[src/rtl/tx_interface_pkt_fifo_if.sv]
// TX interface packet FIFO bus: DLL-side write port and framer-side read port.
interface tx_interface_pkt_fifo_if #(
  parameter int DATA_WIDTH       = 256,
  parameter int DEPTH            = 16,
  parameter int PACKET_LENGTH    = 11,
  parameter int SYMBOL_PTR_WIDTH = 5,
  parameter int CNT_WIDTH        = $clog2(DEPTH + 1)
);
  // write side
  logic                        i_WR_EN;
  logic [DATA_WIDTH-1:0]       Data_IN;
  logic [SYMBOL_PTR_WIDTH-1:0] i_Last_Byte;
  logic [PACKET_LENGTH-1:0]    i_Length;
  logic                        i_SOP;
  logic                        i_End_Valid;
  logic                        i_Type;
  // read side
  logic                        i_RD_EN;
  logic [DATA_WIDTH-1:0]       Data_Out;
  logic [SYMBOL_PTR_WIDTH-1:0] o_Last_Byte;
  logic [PACKET_LENGTH-1:0]    o_Length;
  logic                        o_SOP;
  logic                        o_End_Valid;
  logic                        o_Type;
  // status
  logic                        o_Empty;
  logic                        o_Full;
  logic                        o_Almost_Full;
  logic [CNT_WIDTH-1:0]        o_Level;
  logic [CNT_WIDTH-1:0]        o_Pkt_Count;
  logic                        o_Pkt_Avail;
  logic                        o_Overflow;
  logic                        o_Underflow;

  // FIFO side
  modport slave (
    input  i_WR_EN, Data_IN, i_Last_Byte, i_Length, i_SOP, i_End_Valid, i_Type, i_RD_EN,
    output Data_Out, o_Last_Byte, o_Length, o_SOP, o_End_Valid, o_Type,
    output o_Empty, o_Full, o_Almost_Full, o_Level, o_Pkt_Count, o_Pkt_Avail,
    output o_Overflow, o_Underflow
  );

  // DLL / framer side
  modport master (
    output i_WR_EN, Data_IN, i_Last_Byte, i_Length, i_SOP, i_End_Valid, i_Type, i_RD_EN,
    input  Data_Out, o_Last_Byte, o_Length, o_SOP, o_End_Valid, o_Type,
    input  o_Empty, o_Full, o_Almost_Full, o_Level, o_Pkt_Count, o_Pkt_Avail,
    input  o_Overflow, o_Underflow
  );
endinterface

[src/rtl/tx_interface_pkt_fifo.sv]
// Packet-aware show-ahead synchronous FIFO between DLL TX and the framing path.
// Arbitrary depth, occupancy/almost-full status, complete-packet count, sticky errors.
module tx_interface_pkt_fifo #(
  parameter int DATA_WIDTH       = 256,
  parameter int DEPTH            = 16,
  parameter int PACKET_LENGTH    = 11,
  parameter int SYMBOL_PTR_WIDTH = 5,
  parameter int AFULL_THRESH     = 12,
  parameter int CNT_WIDTH        = $clog2(DEPTH + 1)
) (
  input  logic                    CLK,
  input  logic                    RST_L,
  input  logic                    Soft_RST_blocks,
  tx_interface_pkt_fifo_if.slave  fifo_if
);
  localparam int PTR_W   = (DEPTH > 1) ? $clog2(DEPTH) : 1;
  localparam int ENTRY_W = DATA_WIDTH + SYMBOL_PTR_WIDTH + PACKET_LENGTH + 3;

  logic [ENTRY_W-1:0]   mem_q [DEPTH];
  logic [PTR_W-1:0]     wr_ptr_q, wr_ptr_d;
  logic [PTR_W-1:0]     rd_ptr_q, rd_ptr_d;
  logic [CNT_WIDTH-1:0] level_q, level_d;
  logic [CNT_WIDTH-1:0] pkt_cnt_q, pkt_cnt_d;
  logic                 ovf_q, ovf_d;
  logic                 unf_q, unf_d;

  logic                 full, empty, wr_acc, rd_acc, pkt_inc, pkt_dec;
  logic [ENTRY_W-1:0]   wr_entry, head;

  // Status decode from registered state and accept qualification.
  always_comb begin
    full     = (level_q == CNT_WIDTH'(DEPTH));
    empty    = (level_q == '0);
    wr_acc   = fifo_if.i_WR_EN && !full;
    rd_acc   = fifo_if.i_RD_EN && !empty;
    head     = mem_q[rd_ptr_q];
    pkt_inc  = wr_acc && fifo_if.i_End_Valid;
    pkt_dec  = rd_acc && head[1];
    wr_entry = {fifo_if.Data_IN, fifo_if.i_Last_Byte, fifo_if.i_Length,
                fifo_if.i_SOP, fifo_if.i_End_Valid, fifo_if.i_Type};
  end

  // Next-state for pointers, level, packet count and sticky flags; soft reset wins.
  always_comb begin
    wr_ptr_d  = wr_ptr_q;
    rd_ptr_d  = rd_ptr_q;
    level_d   = level_q;
    pkt_cnt_d = pkt_cnt_q;
    ovf_d     = ovf_q;
    unf_d     = unf_q;
    if (Soft_RST_blocks) begin
      wr_ptr_d  = '0;
      rd_ptr_d  = '0;
      level_d   = '0;
      pkt_cnt_d = '0;
      ovf_d     = 1'b0;
      unf_d     = 1'b0;
    end else begin
      if (wr_acc) wr_ptr_d = (wr_ptr_q == PTR_W'(DEPTH - 1)) ? '0 : wr_ptr_q + 1'b1;
      if (rd_acc) rd_ptr_d = (rd_ptr_q == PTR_W'(DEPTH - 1)) ? '0 : rd_ptr_q + 1'b1;
      case ({wr_acc, rd_acc})
        2'b10:   level_d = level_q + 1'b1;
        2'b01:   level_d = level_q - 1'b1;
        default: level_d = level_q;
      endcase
      case ({pkt_inc, pkt_dec})
        2'b10:   pkt_cnt_d = pkt_cnt_q + 1'b1;
        2'b01:   pkt_cnt_d = pkt_cnt_q - 1'b1;
        default: pkt_cnt_d = pkt_cnt_q;
      endcase
      if (fifo_if.i_WR_EN && full)  ovf_d = 1'b1;
      if (fifo_if.i_RD_EN && empty) unf_d = 1'b1;
    end
  end

  // Control state registers.
  always_ff @(posedge CLK or negedge RST_L) begin
    if (!RST_L) begin
      wr_ptr_q  <= '0;
      rd_ptr_q  <= '0;
      level_q   <= '0;
      pkt_cnt_q <= '0;
      ovf_q     <= 1'b0;
      unf_q     <= 1'b0;
    end else begin
      wr_ptr_q  <= wr_ptr_d;
      rd_ptr_q  <= rd_ptr_d;
      level_q   <= level_d;
      pkt_cnt_q <= pkt_cnt_d;
      ovf_q     <= ovf_d;
      unf_q     <= unf_d;
    end
  end

  // Entry storage, intentionally not reset.
  always_ff @(posedge CLK) begin
    if (wr_acc && !Soft_RST_blocks) mem_q[wr_ptr_q] <= wr_entry;
  end

  // Head presentation (zeroed while empty) and status outputs.
  always_comb begin
    {fifo_if.Data_Out, fifo_if.o_Last_Byte, fifo_if.o_Length,
     fifo_if.o_SOP, fifo_if.o_End_Valid, fifo_if.o_Type} = empty ? '0 : head;
    fifo_if.o_Empty       = empty;
    fifo_if.o_Full        = full;
    fifo_if.o_Almost_Full = (level_q >= CNT_WIDTH'(AFULL_THRESH));
    fifo_if.o_Level       = level_q;
    fifo_if.o_Pkt_Count   = pkt_cnt_q;
    fifo_if.o_Pkt_Avail   = (pkt_cnt_q != '0);
    fifo_if.o_Overflow    = ovf_q;
    fifo_if.o_Underflow   = unf_q;
  end
endmodule

[src/flat_wrapper.sv]
// flat-port wrapper written by rule: the top's interface ports become plain ports
module tx_interface_pkt_fifo_flat 
#(
  parameter int DATA_WIDTH       = 256,
  parameter int DEPTH            = 16,
  parameter int PACKET_LENGTH    = 11,
  parameter int SYMBOL_PTR_WIDTH = 5,
  parameter int AFULL_THRESH     = 12,
  parameter int CNT_WIDTH        = $clog2(DEPTH + 1)
)
  (CLK, RST_L, Soft_RST_blocks, fifo_if_i_WR_EN, fifo_if_Data_IN, fifo_if_i_Last_Byte, fifo_if_i_Length, fifo_if_i_SOP, fifo_if_i_End_Valid, fifo_if_i_Type, fifo_if_i_RD_EN, fifo_if_Data_Out, fifo_if_o_Last_Byte, fifo_if_o_Length, fifo_if_o_SOP, fifo_if_o_End_Valid, fifo_if_o_Type, fifo_if_o_Empty, fifo_if_o_Full, fifo_if_o_Almost_Full, fifo_if_o_Level, fifo_if_o_Pkt_Count, fifo_if_o_Pkt_Avail, fifo_if_o_Overflow, fifo_if_o_Underflow);
  tx_interface_pkt_fifo_if #(.DATA_WIDTH(DATA_WIDTH), .DEPTH(DEPTH), .PACKET_LENGTH(PACKET_LENGTH), .SYMBOL_PTR_WIDTH(SYMBOL_PTR_WIDTH), .CNT_WIDTH(CNT_WIDTH)) fifo_if_i ();
  input  logic CLK;
  input  logic RST_L;
  input  logic Soft_RST_blocks;
  input wire logic [$bits(fifo_if_i.i_WR_EN)-1:0] fifo_if_i_WR_EN;
  input wire logic [$bits(fifo_if_i.Data_IN)-1:0] fifo_if_Data_IN;
  input wire logic [$bits(fifo_if_i.i_Last_Byte)-1:0] fifo_if_i_Last_Byte;
  input wire logic [$bits(fifo_if_i.i_Length)-1:0] fifo_if_i_Length;
  input wire logic [$bits(fifo_if_i.i_SOP)-1:0] fifo_if_i_SOP;
  input wire logic [$bits(fifo_if_i.i_End_Valid)-1:0] fifo_if_i_End_Valid;
  input wire logic [$bits(fifo_if_i.i_Type)-1:0] fifo_if_i_Type;
  input wire logic [$bits(fifo_if_i.i_RD_EN)-1:0] fifo_if_i_RD_EN;
  output wire logic [$bits(fifo_if_i.Data_Out)-1:0] fifo_if_Data_Out;
  output wire logic [$bits(fifo_if_i.o_Last_Byte)-1:0] fifo_if_o_Last_Byte;
  output wire logic [$bits(fifo_if_i.o_Length)-1:0] fifo_if_o_Length;
  output wire logic [$bits(fifo_if_i.o_SOP)-1:0] fifo_if_o_SOP;
  output wire logic [$bits(fifo_if_i.o_End_Valid)-1:0] fifo_if_o_End_Valid;
  output wire logic [$bits(fifo_if_i.o_Type)-1:0] fifo_if_o_Type;
  output wire logic [$bits(fifo_if_i.o_Empty)-1:0] fifo_if_o_Empty;
  output wire logic [$bits(fifo_if_i.o_Full)-1:0] fifo_if_o_Full;
  output wire logic [$bits(fifo_if_i.o_Almost_Full)-1:0] fifo_if_o_Almost_Full;
  output wire logic [$bits(fifo_if_i.o_Level)-1:0] fifo_if_o_Level;
  output wire logic [$bits(fifo_if_i.o_Pkt_Count)-1:0] fifo_if_o_Pkt_Count;
  output wire logic [$bits(fifo_if_i.o_Pkt_Avail)-1:0] fifo_if_o_Pkt_Avail;
  output wire logic [$bits(fifo_if_i.o_Overflow)-1:0] fifo_if_o_Overflow;
  output wire logic [$bits(fifo_if_i.o_Underflow)-1:0] fifo_if_o_Underflow;
  assign fifo_if_i.i_WR_EN = fifo_if_i_WR_EN;
  assign fifo_if_i.Data_IN = fifo_if_Data_IN;
  assign fifo_if_i.i_Last_Byte = fifo_if_i_Last_Byte;
  assign fifo_if_i.i_Length = fifo_if_i_Length;
  assign fifo_if_i.i_SOP = fifo_if_i_SOP;
  assign fifo_if_i.i_End_Valid = fifo_if_i_End_Valid;
  assign fifo_if_i.i_Type = fifo_if_i_Type;
  assign fifo_if_i.i_RD_EN = fifo_if_i_RD_EN;
  assign fifo_if_Data_Out = fifo_if_i.Data_Out;
  assign fifo_if_o_Last_Byte = fifo_if_i.o_Last_Byte;
  assign fifo_if_o_Length = fifo_if_i.o_Length;
  assign fifo_if_o_SOP = fifo_if_i.o_SOP;
  assign fifo_if_o_End_Valid = fifo_if_i.o_End_Valid;
  assign fifo_if_o_Type = fifo_if_i.o_Type;
  assign fifo_if_o_Empty = fifo_if_i.o_Empty;
  assign fifo_if_o_Full = fifo_if_i.o_Full;
  assign fifo_if_o_Almost_Full = fifo_if_i.o_Almost_Full;
  assign fifo_if_o_Level = fifo_if_i.o_Level;
  assign fifo_if_o_Pkt_Count = fifo_if_i.o_Pkt_Count;
  assign fifo_if_o_Pkt_Avail = fifo_if_i.o_Pkt_Avail;
  assign fifo_if_o_Overflow = fifo_if_i.o_Overflow;
  assign fifo_if_o_Underflow = fifo_if_i.o_Underflow;
  tx_interface_pkt_fifo #(.DATA_WIDTH(DATA_WIDTH), .DEPTH(DEPTH), .PACKET_LENGTH(PACKET_LENGTH), .SYMBOL_PTR_WIDTH(SYMBOL_PTR_WIDTH), .AFULL_THRESH(AFULL_THRESH), .CNT_WIDTH(CNT_WIDTH)) u_core (.CLK(CLK), .RST_L(RST_L), .Soft_RST_blocks(Soft_RST_blocks), .fifo_if(fifo_if_i));
endmodule
[config.mk]
export PLATFORM = sky130hd
export DESIGN_NAME = tx_interface_pkt_fifo_flat
export DESIGN_NICKNAME = d
export VERILOG_FILES = /design/src/rtl/tx_interface_pkt_fifo_if.sv /design/src/rtl/tx_interface_pkt_fifo.sv /design/src/flat_wrapper.sv
export SDC_FILE = /design/constraint.sdc
export NUM_CORES = 2
export LEC_CHECK = 0
export CAP_MARGIN = 10
export CORE_MARGIN = 4
export CORE_UTILIZATION = 57
export CTS_CLUSTER_DIAMETER = 80
export CTS_CLUSTER_SIZE = 14
export DETAILED_ROUTE_END_ITERATION = 8
export DONT_BUFFER_PORTS = 1
export PLACE_DENSITY = 0.75
export SKIP_CTS_REPAIR_TIMING = 1
export SYNTH_ARGS = -nofsm -noshare
export SYNTH_HDL_FRONTEND = slang
export SYNTH_MEMORY_MAX_BITS = 65536
export SYNTH_SLANG_ARGS = --single-unit
[constraint.sdc]
create_clock -name CLK -period 20.4 [get_ports CLK]
set_input_delay 3.06 -clock CLK [delete_from_list [all_inputs] [get_ports CLK]]
set_output_delay 3.06 -clock CLK [all_outputs]
set_load 0.05 [all_outputs]
==> impl.org <==
** Run status
- The run finished with clean final reports.

** Clock tree
- Clk sinks :: 4420
- Number of buffers inserted during clock tree synthesis :: 355
- Worst skew pair latency :: 960 ps
- Root Buffer :: sky130_fd_sc_hd__clkbuf_16
- TritonCTS clock tree :: built
- Maximum number of buffers from clock root to sink :: 4
- Clock-pin slew was measured on the worst setup and hold paths at 70 ps.
- Clock H-tree levels :: 5

** Setup path
- Setup crit end :: fifo_if_Data_Out[96]
- In this run the worst path has a maximum fanout of 117.
- Crit path from :: u_core.rd_ptr_q[0]$_DFFE_PN0P_
- Across all register-to-register paths, the minimum setup slack is 14180 ps.
- STA classifies the critical path endpoint as an output pin.
- The worst register-to-register path begins at u_core.fifo_if.o_Level[1]$_DFFE_PN0P_.
- The number of cells on the worst reg-to-reg path is 10.
- CP arrival :: 6990 ps
- The endpoint identified for the worst register-to-register timing path is u_core.mem_q[11][124]$_DFFE_PP_.
- The setup path with the least slack is of type reg2out.
- Required time reported for the critical path endpoint :: 17340 ps
- Element type at the critical path start :: flip-flop

** Logic synthesis
- Ranked by instance count, the synthesized netlist is headed by sky130_fd_sc_hd__edfxtp_1, sky130_fd_sc_hd__mux4_2, sky130_fd_sc_hd__and2_1, sky130_fd_sc_hd__clkbuf_1, sky130_fd_sc_hd__buf_2.
- The biggest area contributor in the post-synthesis netlist is sky130_fd_sc_hd__edfxtp_1.
- Cell variety after synth :: 45
- Sequential cell area fraction in the yosys report :: 79.0%
- Averaged over all synthesized cells, the footprint is 25.5 µm².
- Mapped Nets :: 6861
- For this run, asynchronously set or reset flops after synthesis account for 0.452%.
- Summing every instance area after synthesis gives 168000 µm².
- Counting flops with a built-in enable in the synthesized netlist gives 4400.
- Post-synthesis instance total :: 6570
- Share of Yosys cell area claimed by the top area cell type :: 78.7%
- Among all flip-flop cells after synthesis, the most frequent one is sky130_fd_sc_hd__edfxtp_1.
- Most instantiated library cell after synthesis :: sky130_fd_sc_hd__edfxtp_1
- Warnings, synthesis :: 0
- After synthesis, the cell types taking the most area are sky130_fd_sc_hd__edfxtp_1, sky130_fd_sc_hd__mux4_2, sky130_fd_sc_hd__and2_1.
- In this run, synthesis produced a sequential element count of 4420.

** Power and ir drop
- After layout, the design draws a total of 0.0212 W.
- Dividing total power by cell area gives a power density of 116 nW/µm².
- In this run the static leakage power is 53.8 nW.
- Across the VDD grid, the largest voltage drop is 0.331 mV.

** Route
- Remaining number of nets flagged by the antenna check after routing :: 0
- Average vias per placed instance :: 6.87
- After detailed routing, the number of remaining DRC violations is 0.
- In the final routed layout, each cell accounts on average for 35.9 µm.
- Total number of vias :: 73600
- Routed wire length :: 385 mm
- DR pass1 iterations :: 8
- First DRT Iteration DRCs :: 10000

** Timing
- Setup slack closes at 10350 ps.
- Measured slew at the worst slew-check pin :: 1270 ps
- Final setup viols :: 0
- In the finished design, the share of the clock period the worst path needs comes to 49.3%.
- Derived from the worst setup path, the maximum achievable clock frequency is 99.5 MHz.
- Between clock sinks in the finished design, the worst skew comes to 56.1 ps.
- Worst slack on hold paths :: 711 ps
- The total count of hold-check failures in the final report came to 0.
- For the final routed database, the setup TNS stands at 0 ps.
- RSZ-0062 raised after global routing :: no
- Final critical path time including I/O delays and setup :: 10050 ps
- Final Max Tran Viols :: 0
- The worst pin sits at a relative slew slack of 15.2%.

** Place
- Setup Slack @ Placement :: 11160 ps
- Buffers placed on the I/O ports in this run total 0.
- Half-perimeter wire length after placement :: 190 mm
- At the end of routability-driven placement, the weighted congestion stood at 0.757.

** Global route
- The initial antenna violation count is 11.
- Number of global-route vias before repair :: 77100
- The first global-routing pass estimated 558 mm of wire.
- Pin count of the biggest net entering global routing :: 158
- Across every metal layer, demand over resource in global routing totals 25.5%.
- The total overflow left after global routing is 0.

** Floorplan
- Floorplan core area :: 292000 µm²
- Die width :: 551 µm
- Pin placement for this block handled 571 I/O pins.
- Die height :: 551 µm
- Starting density of the core :: 57.5%
- # rows :: 198
- Area of the die :: 303000 µm²

** Finish
- Cells with a size suffix above 1 make up 28.6% of the layout.
- Layout overhead on the synthesized area :: 8.65%
- In the final design database the tool counted 7026 nets.

** Job
- Maxcap violations :: 0

** Hold path
- Worst hold-check path type :: reg2reg
logic make-up after synthesis:
group	count (synthesis)	share of synthesized area, %
flops	4420	79.0
mux	1384	18.5
simple gates	360	1.27
buf+inv	351	0.967
compound gates	34	0.142
fa+ha+maj	11	0.0865
xor+xnor	10	0.0566
cell type report:
cell class / count / area (µm²)
antenna: 5 / 12.5
fill: 18200 / 110000
inverter: 8 / 30.0
timing repair buffer: 151 / 1320
clock buffer: 392 / 9040
multi-input combinational: 1799 / 33800
sequential: 4420 / 133000
tap: 3900 / 4880
clock inverter: 32 / 706
critical path, stage by stage (launching register included):
cell	delay, ps
sky130_fd_sc_hd__dfrtp_4	940
sky130_fd_sc_hd__buf_12	750
sky130_fd_sc_hd__buf_12	650
sky130_fd_sc_hd__buf_4	860
sky130_fd_sc_hd__buf_4	920
sky130_fd_sc_hd__mux4_2	630
sky130_fd_sc_hd__mux4_2	530
sky130_fd_sc_hd__and2_1	360
report_power, final:
group	switching, W	total (W)	internal (W)
logic	0.00325	0.00484	0.00160
clock network	0.00301	0.00617	0.00316
registers	0.000105	0.0102	0.0101
total	0.00637	0.0212	0.0149
stage by stage:
step | instances | instance area (µm²) | util (%)
4_1_cts | 10700 | 182000 | 62.4
3_5_place_dp | 10300 | 173000 | 59.1
3_3_place_gp | 10300 | 173000 | 59.1
5_1_grt | 10700 | 182000 | 62.4
2_1_floorplan | 6570 | 168000 | -
6_report | 10700 | 182000 | 62.4
placed cells by master (no fill, tap or decap), drive strengths merged, types with 5 or more instances in the layout:
cell type     n
mux4       1370
buf         151
nand2        17
nor3          7
edfxtp     4400
ha           10
clkbuf      392
nor2         32
o21ai         6
a21oi        13
xnor2         5
clkinv       22
inv          17
mux2         10
and2        279
xor2          5
nor2b         5
diode         5
dfrtp        20
flip-flops by register name (all words and copies together), names as in the netlist:
signal                      cells
u_core.fifo_if.o_Overflow       1
u_core.fifo_if.o_Underflow      1
u_core.fifo_if.o_Pkt_Count      5
u_core.mem_q                 4400
u_core.wr_ptr_q                 4
u_core.rd_ptr_q                 4
u_core.fifo_if.o_Level          5
per-layer routing:
metal	up-vias	wire length (µm)	GRT usage (%)
met5	-	27	0
met4	4	9550	6.17
met3	613	45700	7.66
met2	4461	190000	40.9
met1	40000	139000	35.3
li1	28500	-	-
worst min path at each step:
| stage | to | cells after the start | slack, ps | startpoint |
|---|---|---|---|---|
| 2_1_floorplan | u_core.rd_ptr_q[1]$_DFFE_PN0P_ | 3 | 630 | u_core.rd_ptr_q[1]$_DFFE_PN0P_ |
| 3_3_place_gp | u_core.wr_ptr_q[0]$_DFFE_PN0P_ | 3 | 660 | u_core.wr_ptr_q[0]$_DFFE_PN0P_ |
| 3_5_place_dp | u_core.wr_ptr_q[0]$_DFFE_PN0P_ | 3 | 680 | u_core.wr_ptr_q[0]$_DFFE_PN0P_ |
| 4_1_cts | u_core.wr_ptr_q[0]$_DFFE_PN0P_ | 3 | 690 | u_core.wr_ptr_q[0]$_DFFE_PN0P_ |
| 5_1_grt | u_core.wr_ptr_q[0]$_DFFE_PN0P_ | 3 | 780 | u_core.wr_ptr_q[0]$_DFFE_PN0P_ |
| 6_report | u_core.wr_ptr_q[0]$_DFFE_PN0P_ | 3 | 710 | u_core.wr_ptr_q[0]$_DFFE_PN0P_ |
(Power assumes the default switching activity.)
